### src/rtl/muldiv_unit_if.sv
// muldiv_unit_if: start/busy/done handshake and HI/LO result bus of the multiply/divide unit
//   master: drives start, op, a, b; observes hi, lo, busy, done, div_zero
//   slave : the unit itself, the opposite directions
interface muldiv_unit_if #(
    parameter int WIDTH = 32
);
    logic             start;
    logic [1:0]       op;
    logic [WIDTH-1:0] a;
    logic [WIDTH-1:0] b;
    logic [WIDTH-1:0] hi;
    logic [WIDTH-1:0] lo;
    logic             busy;
    logic             done;
    logic             div_zero;

    modport master (
        output start, op, a, b,
        input  hi, lo, busy, done, div_zero
    );

    modport slave (
        input  start, op, a, b,
        output hi, lo, busy, done, div_zero
    );
endinterface

### src/rtl/muldiv_unit.sv
// muldiv_unit: multi-cycle MULT/MULTU/DIV/DIVU unit writing HI/LO, one iteration per clock
//   clk   : rising-edge clock
//   reset : asynchronous active-low reset
//   bus   : slave side of muldiv_unit_if
//           start/op/a/b sampled in IDLE; hi/lo results, busy, one-cycle done, sticky div_zero
module muldiv_unit #(
    parameter int WIDTH = 32,
    parameter int CNT_W = $clog2(WIDTH + 1)
) (
    input logic          clk,
    input logic          reset,
    muldiv_unit_if.slave bus
);
    localparam int AW = 2 * WIDTH + 1;
    localparam logic [CNT_W-1:0] LAST = CNT_W'(WIDTH - 1);

    typedef enum logic {IDLE, RUN} state_t;

    state_t           state_q, state_d;
    logic [CNT_W-1:0] cnt_q, cnt_d;
    logic [AW-1:0]    acc_q, acc_d, mul_step, div_step;
    logic             qm1_q, qm1_d;
    logic [WIDTH-1:0] m_q, m_d, a_q, a_d, hi_q, hi_d, lo_q, lo_d;
    logic [1:0]       op_q, op_d;
    logic             dz_q, dz_d, qneg_q, qneg_d, rneg_q, rneg_d;
    logic             done_q, done_d, div_zero_q, div_zero_d;
    logic [WIDTH:0]   m_ext, addend, hi_sum, r_sh, diff;
    logic [WIDTH-1:0] a_mag, b_mag, quo, rem;
    logic             sdiv;

    // Accumulator layout: {upper (WIDTH+1), lower (WIDTH)}.
    // Multiply: upper = partial product, lower = multiplier shifting out.
    // Divide:   upper = partial remainder, lower = dividend in / quotient out.
    always_comb begin
        m_ext    = op_q[0] ? {1'b0, m_q} : {m_q[WIDTH-1], m_q};
        // MULTU adds on a set bit; MULT uses Booth pairs (1,0) subtract, (0,1) add
        addend   = op_q[0] ? (acc_q[0] ? m_ext : '0)
                 : (acc_q[0] == qm1_q) ? '0 : (acc_q[0] ? -m_ext : m_ext);
        hi_sum   = acc_q[AW-1:WIDTH] + addend;
        mul_step = {~op_q[0] & hi_sum[WIDTH], hi_sum, acc_q[WIDTH-1:1]};
        r_sh     = {acc_q[2*WIDTH-1:WIDTH], acc_q[WIDTH-1]};
        diff     = r_sh - {1'b0, m_q};
        div_step = diff[WIDTH] ? {r_sh, acc_q[WIDTH-2:0], 1'b0} : {diff, acc_q[WIDTH-2:0], 1'b1};
        quo      = div_step[WIDTH-1:0];
        rem      = div_step[2*WIDTH-1:WIDTH];
        sdiv     = bus.op == 2'b10;
        a_mag    = (sdiv && bus.a[WIDTH-1]) ? -bus.a : bus.a;
        b_mag    = (sdiv && bus.b[WIDTH-1]) ? -bus.b : bus.b;
    end

    always_comb begin
        state_d    = state_q;
        cnt_d      = cnt_q;
        acc_d      = acc_q;
        qm1_d      = qm1_q;
        m_d        = m_q;
        a_d        = a_q;
        op_d       = op_q;
        dz_d       = dz_q;
        qneg_d     = qneg_q;
        rneg_d     = rneg_q;
        hi_d       = hi_q;
        lo_d       = lo_q;
        done_d     = 1'b0;
        div_zero_d = div_zero_q;
        if (state_q == IDLE) begin
            if (bus.start) begin
                state_d    = RUN;
                cnt_d      = '0;
                op_d       = bus.op;
                a_d        = bus.a;
                dz_d       = bus.op[1] && (bus.b == '0);
                qneg_d     = sdiv && (bus.a[WIDTH-1] ^ bus.b[WIDTH-1]);
                rneg_d     = sdiv && bus.a[WIDTH-1];
                m_d        = bus.op[1] ? b_mag : bus.a;
                acc_d      = {{(WIDTH+1){1'b0}}, bus.op[1] ? a_mag : bus.b};
                qm1_d      = 1'b0;
                div_zero_d = 1'b0;
            end
        end else begin
            cnt_d = cnt_q + 1'b1;
            acc_d = op_q[1] ? div_step : mul_step;
            qm1_d = acc_q[0];
            if (dz_q) begin
                state_d    = IDLE;
                hi_d       = a_q;
                lo_d       = '1;
                div_zero_d = 1'b1;
                done_d     = 1'b1;
            end else if (cnt_q == LAST) begin
                state_d = IDLE;
                done_d  = 1'b1;
                hi_d    = op_q[1] ? (rneg_q ? -rem : rem) : mul_step[2*WIDTH-1:WIDTH];
                lo_d    = op_q[1] ? (qneg_q ? -quo : quo) : mul_step[WIDTH-1:0];
            end
        end
    end

    always_ff @(posedge clk or negedge reset) begin
        if (!reset) begin
            state_q    <= IDLE;
            cnt_q      <= '0;
            acc_q      <= '0;
            qm1_q      <= 1'b0;
            m_q        <= '0;
            a_q        <= '0;
            op_q       <= '0;
            dz_q       <= 1'b0;
            qneg_q     <= 1'b0;
            rneg_q     <= 1'b0;
            hi_q       <= '0;
            lo_q       <= '0;
            done_q     <= 1'b0;
            div_zero_q <= 1'b0;
        end else begin
            state_q    <= state_d;
            cnt_q      <= cnt_d;
            acc_q      <= acc_d;
            qm1_q      <= qm1_d;
            m_q        <= m_d;
            a_q        <= a_d;
            op_q       <= op_d;
            dz_q       <= dz_d;
            qneg_q     <= qneg_d;
            rneg_q     <= rneg_d;
            hi_q       <= hi_d;
            lo_q       <= lo_d;
            done_q     <= done_d;
            div_zero_q <= div_zero_d;
        end
    end

    assign bus.hi       = hi_q;
    assign bus.lo       = lo_q;
    assign bus.busy     = state_q == RUN;
    assign bus.done     = done_q;
    assign bus.div_zero = div_zero_q;
endmodule
### src/flat_wrapper.sv
// flat-port wrapper written by rule: the top's interface ports become plain ports
module muldiv_unit_flat 
#(
    parameter int WIDTH = 32,
    parameter int CNT_W = $clog2(WIDTH + 1)
)
  (clk, reset, bus_start, bus_op, bus_a, bus_b, bus_hi, bus_lo, bus_busy, bus_done, bus_div_zero);
  muldiv_unit_if #(.WIDTH(WIDTH)) bus_i ();
  input logic clk;
  input logic reset;
  input wire logic [$bits(bus_i.start)-1:0] bus_start;
  input wire logic [$bits(bus_i.op)-1:0] bus_op;
  input wire logic [$bits(bus_i.a)-1:0] bus_a;
  input wire logic [$bits(bus_i.b)-1:0] bus_b;
  output wire logic [$bits(bus_i.hi)-1:0] bus_hi;
  output wire logic [$bits(bus_i.lo)-1:0] bus_lo;
  output wire logic [$bits(bus_i.busy)-1:0] bus_busy;
  output wire logic [$bits(bus_i.done)-1:0] bus_done;
  output wire logic [$bits(bus_i.div_zero)-1:0] bus_div_zero;
  assign bus_i.start = bus_start;
  assign bus_i.op = bus_op;
  assign bus_i.a = bus_a;
  assign bus_i.b = bus_b;
  assign bus_hi = bus_i.hi;
  assign bus_lo = bus_i.lo;
  assign bus_busy = bus_i.busy;
  assign bus_done = bus_i.done;
  assign bus_div_zero = bus_i.div_zero;
  muldiv_unit #(.WIDTH(WIDTH), .CNT_W(CNT_W)) u_core (.clk(clk), .reset(reset), .bus(bus_i));
endmodule
### config.mk
export PLATFORM = sky130hd
export DESIGN_NAME = muldiv_unit_flat
export DESIGN_NICKNAME = d
export VERILOG_FILES = /design/src/rtl/muldiv_unit_if.sv /design/src/rtl/muldiv_unit.sv /design/src/flat_wrapper.sv
export SDC_FILE = /design/constraint.sdc
export NUM_CORES = 1
export LEC_CHECK = 0
export BUFFER_PORTS_ARGS = -buffer_cell sky130_fd_sc_hd__clkbuf_2
export CAP_MARGIN = 20
export CORE_ASPECT_RATIO = 0.6
export CORE_UTILIZATION = 45
export CTS_CLUSTER_SIZE = 20
export DETAILED_ROUTE_END_ITERATION = 6
export GPL_ROUTABILITY_DRIVEN = 0
export PLACE_DENSITY = 0.72
export RECOVER_POWER = 100
export SETUP_SLACK_MARGIN = 0.2
export SLEW_MARGIN = 15
export SYNTH_ARGS = -nofsm -noshare
export SYNTH_HDL_FRONTEND = slang
export SYNTH_SLANG_ARGS = --single-unit
### constraint.sdc
create_clock -name clk -period 7.85 [get_ports clk]
set_input_delay 1.57 -clock clk [delete_from_list [all_inputs] [get_ports clk]]
set_output_delay 1.57 -clock clk [all_outputs]
set_load 0.05 [all_outputs]
==> metrics.txt, run 1 <==
status finished with violations; failing checks max-capacitance violations, max-slew violations; crit-path max cell delay 0.57 ns; Clock Tree Buf Depth 3; Mapped Avg Cell Area 7.694 µm²; critical path class reg -> reg; Bufs and invs on worst path 3; initial antenna violation count 3; Req. time, crit path 8.25 ns; Initial Utilization 0.4581; Post-synth EDFFs 0; # Post-CTS Setup Buffers 0; Max-cap violations 9; Syn-to-layout area delta 7.880%; Worst Clk Skew 0.01453 ns; Inst Count DP 2850; sequential area share after synthesis 0.2901; dominant delay contributor by cell family on the critical path simple AND/OR/NAND/NOR gates; clock period minus worst slack 7.408 ns; H-Tree Depth 1; GRT overflow 0; Tot GR Track Use 0.3212; Slowest cell on crit path or4_1; fin crit share 0.9437; Port Buffers 135; multi-input logic area 11770 µm²; slew at the pin closest to its max-slew limit 4.936 ns; via count 19189; Row Count 56; final slew viol count 573; CTS clk-pin slew, worst paths 0.07 ns; Syn Inst Count 2332; antenna violation net count after detailed routing 0; wire per inst 23.36 µm; dpl hpwl 49.25 mm; mapped cell area 17940 µm²; fin util 0.4942; RSZ-0062 raised after global routing no; CP Data Arrival Time 7.81 ns; Hold Buf Count CTS 0; final setup TNS 0 ns; # DRC 0; CTS Buf Count 21; YS warnings 0; layout cell share with drive strength beyond 1 0.08326; NumNets Final 2494; FMAX 0.1350 GHz; Final Worst Setup Slack 0.4419 ns; Worst Setup Start Kind flip-flop; syn_nets 2475; hold crit path type reg -> reg; Max FO, Critical Path 7; die area 40700 µm²; Post-synth top flop dfrtp_1; post-CTS sizing 0; fill count 3764; most common cell after layout, fill and taps aside o21ai_0; Synth cell types 88; Post-Place Worst Slack 0.9918 ns; nature of the critical path endpoint flip-flop; clk sink count 208; DR iter-0 viols 3097; Die Span Y 156.7 µm; largest net degree at the start of global routing 81; #FFs+latches synth 208; final WL 67.50 mm; core area 39170 µm²; CTS tree yes; Post-Layout Cell Count 2889; sequential cell area 5210 µm²; commonest cells after routing, fill and taps aside o21ai_0, nand2_1, nor2_1; final setup vio count 0; via count of the first global-routing pass 17069; Final Hold Viols 0; first-pass GRT wire length 101.5 mm; Clock Latency Late Sink 0.55 ns; Chip Width 259.8 µm; relative slew slack -2.291; post-DR vias/cell 6.642; drt pass-1 iters 7; CTS Root Cell clkbuf_16; # IOs 136; async set-reset flop share out of synthesis 1.000
-- worst reg2reg max path, delay by kind of cell (launching register included) --
| family | cells | cell delay [ns] |
|---|---|---|
| simple gates | 13 | 3.75 |
| compound gates | 7 | 1.23 |
| fa+ha+maj | 4 | 1.18 |
| buf+inv | 3 | 0.50 |
| flops | 1 | 0.40 |
| xor+xnor | 1 | 0.16 |
-- cell families after synthesis --
logic type               synth area share
adder cells (fa/ha/maj)           0.05244
AO/OA/AOI/OAI                      0.2856
AND/OR/NAND/NOR                    0.2033
buffers and inverters             0.05146
XOR/XNOR                          0.07078
multiplexers                      0.04637
flip-flops                         0.2901
-- path summary, 6_finish.rpt --
| check | from | endpoint | slack, ns | cells past startpoint |
|---|---|---|---|---|
| setup / recovery | u_core.acc_q[31] | u_core.bus.lo[28] | 0.44 | 28 |
| hold / removal | u_core.bus.hi[1] | u_core.bus.hi[1] | 0.49 | 2 |
| setup reg to reg | u_core.acc_q[31] | u_core.bus.lo[28] | 0.44 | 28 |
| hold reg to reg | u_core.bus.hi[1] | u_core.bus.hi[1] | 0.49 | 2 |
| max in group asynchronous | reset | u_core.bus.busy | 1.28 | 2 |
| min in group asynchronous | reset | u_core.acc_q[57] | 2.80 | 1 |
-- final cells by class --
type / count / area share
well taps: 522 / 0.03374
repair buffers: 166 / 0.04085
diodes: 1 / 0.0001293
multi-input cells: 1884 / 0.6081
flip-flops and latches: 208 / 0.2692
clock inverters: 8 / 0.002909
clock buffers: 30 / 0.03148
inverters: 70 / 0.01357
-- flip-flops by register name (all words and copies together), names as in the netlist, 2 cells and up --
| register | cells |
|---|---|
| u_core.a_q | 32 |
| u_core.acc_q | 65 |
| u_core.op_q | 2 |
| u_core.cnt_q | 6 |
| u_core.m_q | 32 |
| u_core.bus.hi | 32 |
| u_core.bus.lo | 32 |
-- synthesized netlist by cell type (all sizes together), types with 29 or more instances --
master	instances	area, µm²
buf	35	150.1
a31oi	29	181.4
nor2	227	852.1
ha	72	900.9
nand3	48	240.2
dfrtp	208	5205
a211oi	57	427.9
nor4	30	215.2
o31ai	40	305.3
nand2	246	923.4
mux2	41	461.7
nor3	47	235.2
mux2i	37	370.4
clkbuf	135	510.5
o21ai	269	1354
xnor2	64	560.5
or3	40	250.2
a21oi	201	1013
xor2	81	709.4
inv	68	255.2
-- per-layer routing --
metal	track usage	wire length (µm)	up-vias
met4	0.08039	1659	4
met3	0.1030	9837	147
met2	0.4309	26450	1309
li1	-	-	8549
met5	0.01329	90	-
met1	0.4823	29460	9180
-- stage by stage --
step / area [µm²] / hold slack, ns
after detailed placement: 18880 / 0.4807
final: 19360 / 0.4910
after global placement: 18880 / 0.4679
after CTS: 19540 / 0.4951
after global routing: 19360 / 0.5203
after floorplan: 17940 / 0.4438
Power of run 1 is not shown: default switching activity piles up to over one toggle a cycle in this logic, so the estimate is an artifact.
==> run 2, diff against run 1 <==
==> constraint.sdc (replaced) <==
create_clock -name clk -period 7.85 [get_ports clk]
set_input_delay 0.785 -clock clk [delete_from_list [all_inputs] [get_ports clk]]
set_output_delay 0.785 -clock clk [all_outputs]
set_load 0.05 [all_outputs]
==> metrics.txt, run 2 (synthesis gave the netlist of run 1 again) <==
dpl hpwl 49.27 mm (about the same); Post-Route M1 WL 29.29 mm (-0.57%); Worst Setup Start Kind flip-flop; Max-cap violations 7 (-2); CP Data Arrival Time 7.74 ns (-0.07 ns); Top reg by flops u_core.acc_q; RSZ-0062 raised after global routing no; FMAX 0.1371 GHz (+1.6%); Final Worst Setup Slack 0.5573 ns (+0.1154 ns); slew at the pin closest to its max-slew limit 4.943 ns (+0.007127 ns); Initial Utilization 0.4581 (unchanged); initial antenna violation count 2 (-1); CTS Root Cell clkbuf_16; # Post-CTS Setup Buffers 0 (unchanged); hold crit path type reg -> reg; CTS clk-pin slew, worst paths 0.06 ns (about the same); final setup vio count 0 (unchanged); Worst Clk Skew 0.01330 ns (-0.001237 ns); Final Hold Viols 0 (unchanged); Port Buffers 135 (unchanged); nature of the critical path endpoint flip-flop; Clock Tree Buf Depth 3 (unchanged); Clock Latency Late Sink 0.54 ns (about the same); wire per inst 23.36 µm (about the same); NumNets Final 2495 (+0.040%); relative slew slack -2.295 (-0.004750); clk sink count 208 (unchanged); H-Tree Depth 1 (unchanged); dpl cell area 18880 µm² (unchanged); commonest cells after routing, fill and taps aside o21ai_0, nand2_1, nor2_1; critical path class reg -> reg; Max FO, Critical Path 27 (+20); clock period minus worst slack 7.293 ns (-0.1154 ns); fill count 3816 (+1.4%); # DRC 0 (unchanged); Die Span Y 156.7 µm (unchanged); Chip Width 259.8 µm (unchanged); die area 40700 µm² (unchanged); Req. time, crit path 8.30 ns (+0.05 ns); largest net degree at the start of global routing 89 (+9.9%); Syn-to-layout area delta 8.410%; R2R Setup Slk 0.56 ns (+0.12 ns); CTS Buf Count 22 (+4.8%); Row Count 56 (unchanged); final WL 67.55 mm (about the same); reg2reg end u_core.bus.hi[31]; fin crit share 0.9290 (-0.01470); core area 39170 µm² (unchanged); max reg flops 65 (unchanged); post-CTS sizing 0 (unchanged); top sig layer met5; first-pass GRT wire length 102.5 mm (+0.93%); met2 WL post-DR 26.58 mm (+0.51%); post-DR vias/cell 6.621 (-0.32%); Hold Buf Count CTS 0 (unchanged); GRT overflow 0 (unchanged); Final Cell Area 19450 µm² (+0.49%); via count 19140 (-0.26%); drt pass-1 iters 6 (-1); CTS tree yes; # IOs 136 (unchanged); R2R Path Start u_core.acc_q[31]; Worst Reg2Reg Path Length in Cells 27 (-3.6%); most common cell after layout, fill and taps aside o21ai_0; Post-Place Worst Slack 0.9351 ns (-0.05666 ns); antenna violation net count after detailed routing 0 (unchanged); metal3 WL 10.07 mm (+2.4%); via count of the first global-routing pass 17293 (+1.3%); status finished with violations; Tot GR Track Use 0.3241 (+0.002889); failing checks max-capacitance violations, max-slew violations; layout cell share with drive strength beyond 1 0.08495 (+0.001691); crit path from u_core.acc_q[31]; worst setup path endpoint u_core.bus.hi[31]; final slew viol count 453 (-21%); final setup TNS 0 ns (unchanged); DR iter-0 viols 3436 (+11%)
run 2: cell types whose count changed in the layout (fill, tap and decap cells not counted), moves of 2 or more:
cell | before | now
nand2b_4 | 0 | 2
bufinv_16 | 0 | 2
clkbuf_8 | 5 | 3
diode_2 | 1 | 3
clkbuf_16 | 21 | 23
nand2b_1 | 18 | 16
inv_6 | 2 | 0
run 2: area by class of cell:
class	instances	area, µm²	share of cell area
flip-flops and latches	208	5210	0.2678
repair buffers	166	794.5	0.04085
well taps	522	653.1	0.03358
clock inverters	8	95.09	0.004889
inverters	70	262.8	0.01351
multi-input cells	1884	11800	0.6065
clock buffers	30	631.9	0.03248
diodes	3	7.507	0.0003860
run 2: layer usage:
| metal | vias up | global-route usage |
|---|---|---|
| met1 | 9121 | 0.4870 |
| li1 | 8560 | - |
| met2 | 1296 | 0.4343 |
| met3 | 159 | 0.1053 |
| met5 | - | 0.01691 |
| met4 | 4 | 0.07815 |
run 2: worst max-delay path, stage by stage (launching register included):
cell	delay [ns]
dfrtp_1	0.40
inv_1	0.14
ha_1	0.24
fa_1	0.40
nor2b_1	0.20
o2111ai_1	0.12
clkbuf_1	0.23
and3_1	0.27
o41a_1	0.54
nor4_1	0.42
or3_1	0.19
a21oi_1	0.07
nor2b_1	0.11
o21ai_0	0.08
nand2b_1	0.09
ha_1	0.39
clkinv_1	0.12
buf_4	0.36
a211oi_1	0.09
a211oi_1	0.51
and3b_1	0.29
nand3b_1	0.26
nor4_2	0.28
buf_4	0.22
nand4_1	0.24
nor4_1	0.32
mux2_2	0.38
a211oi_1	0.24
run 2: how the worst min path moves through the flow:
stage	start	end	slack, ns	cells after the start
after floorplan	u_core.a_q[31]	u_core.a_q[31]	0.44	2
after global placement	u_core.bus.hi[3]	u_core.bus.hi[3]	0.47	2
after detailed placement	u_core.bus.hi[3]	u_core.bus.hi[3]	0.48	2
after CTS	reset	u_core.acc_q[53]	0.27	1
after global routing	u_core.bus.hi[8]	u_core.bus.hi[8]	0.52	1
final	u_core.bus.hi[3]	u_core.bus.hi[3]	0.49	2
run 2: metrics by stage:
stage / cells / hold WS [ns] / utilization
5_1_grt: 2889 / 0.5169 / 0.4965
6_report: 2891 / 0.4914 / 0.4966
3_3_place_gp: 2850 / 0.4680 / 0.4820
2_1_floorplan: 2332 / 0.4438 / -
3_5_place_dp: 2850 / 0.4767 / 0.4820
4_1_cts: 2888 / 0.2748 / 0.5005
Power of run 2 is left out for the same reason.
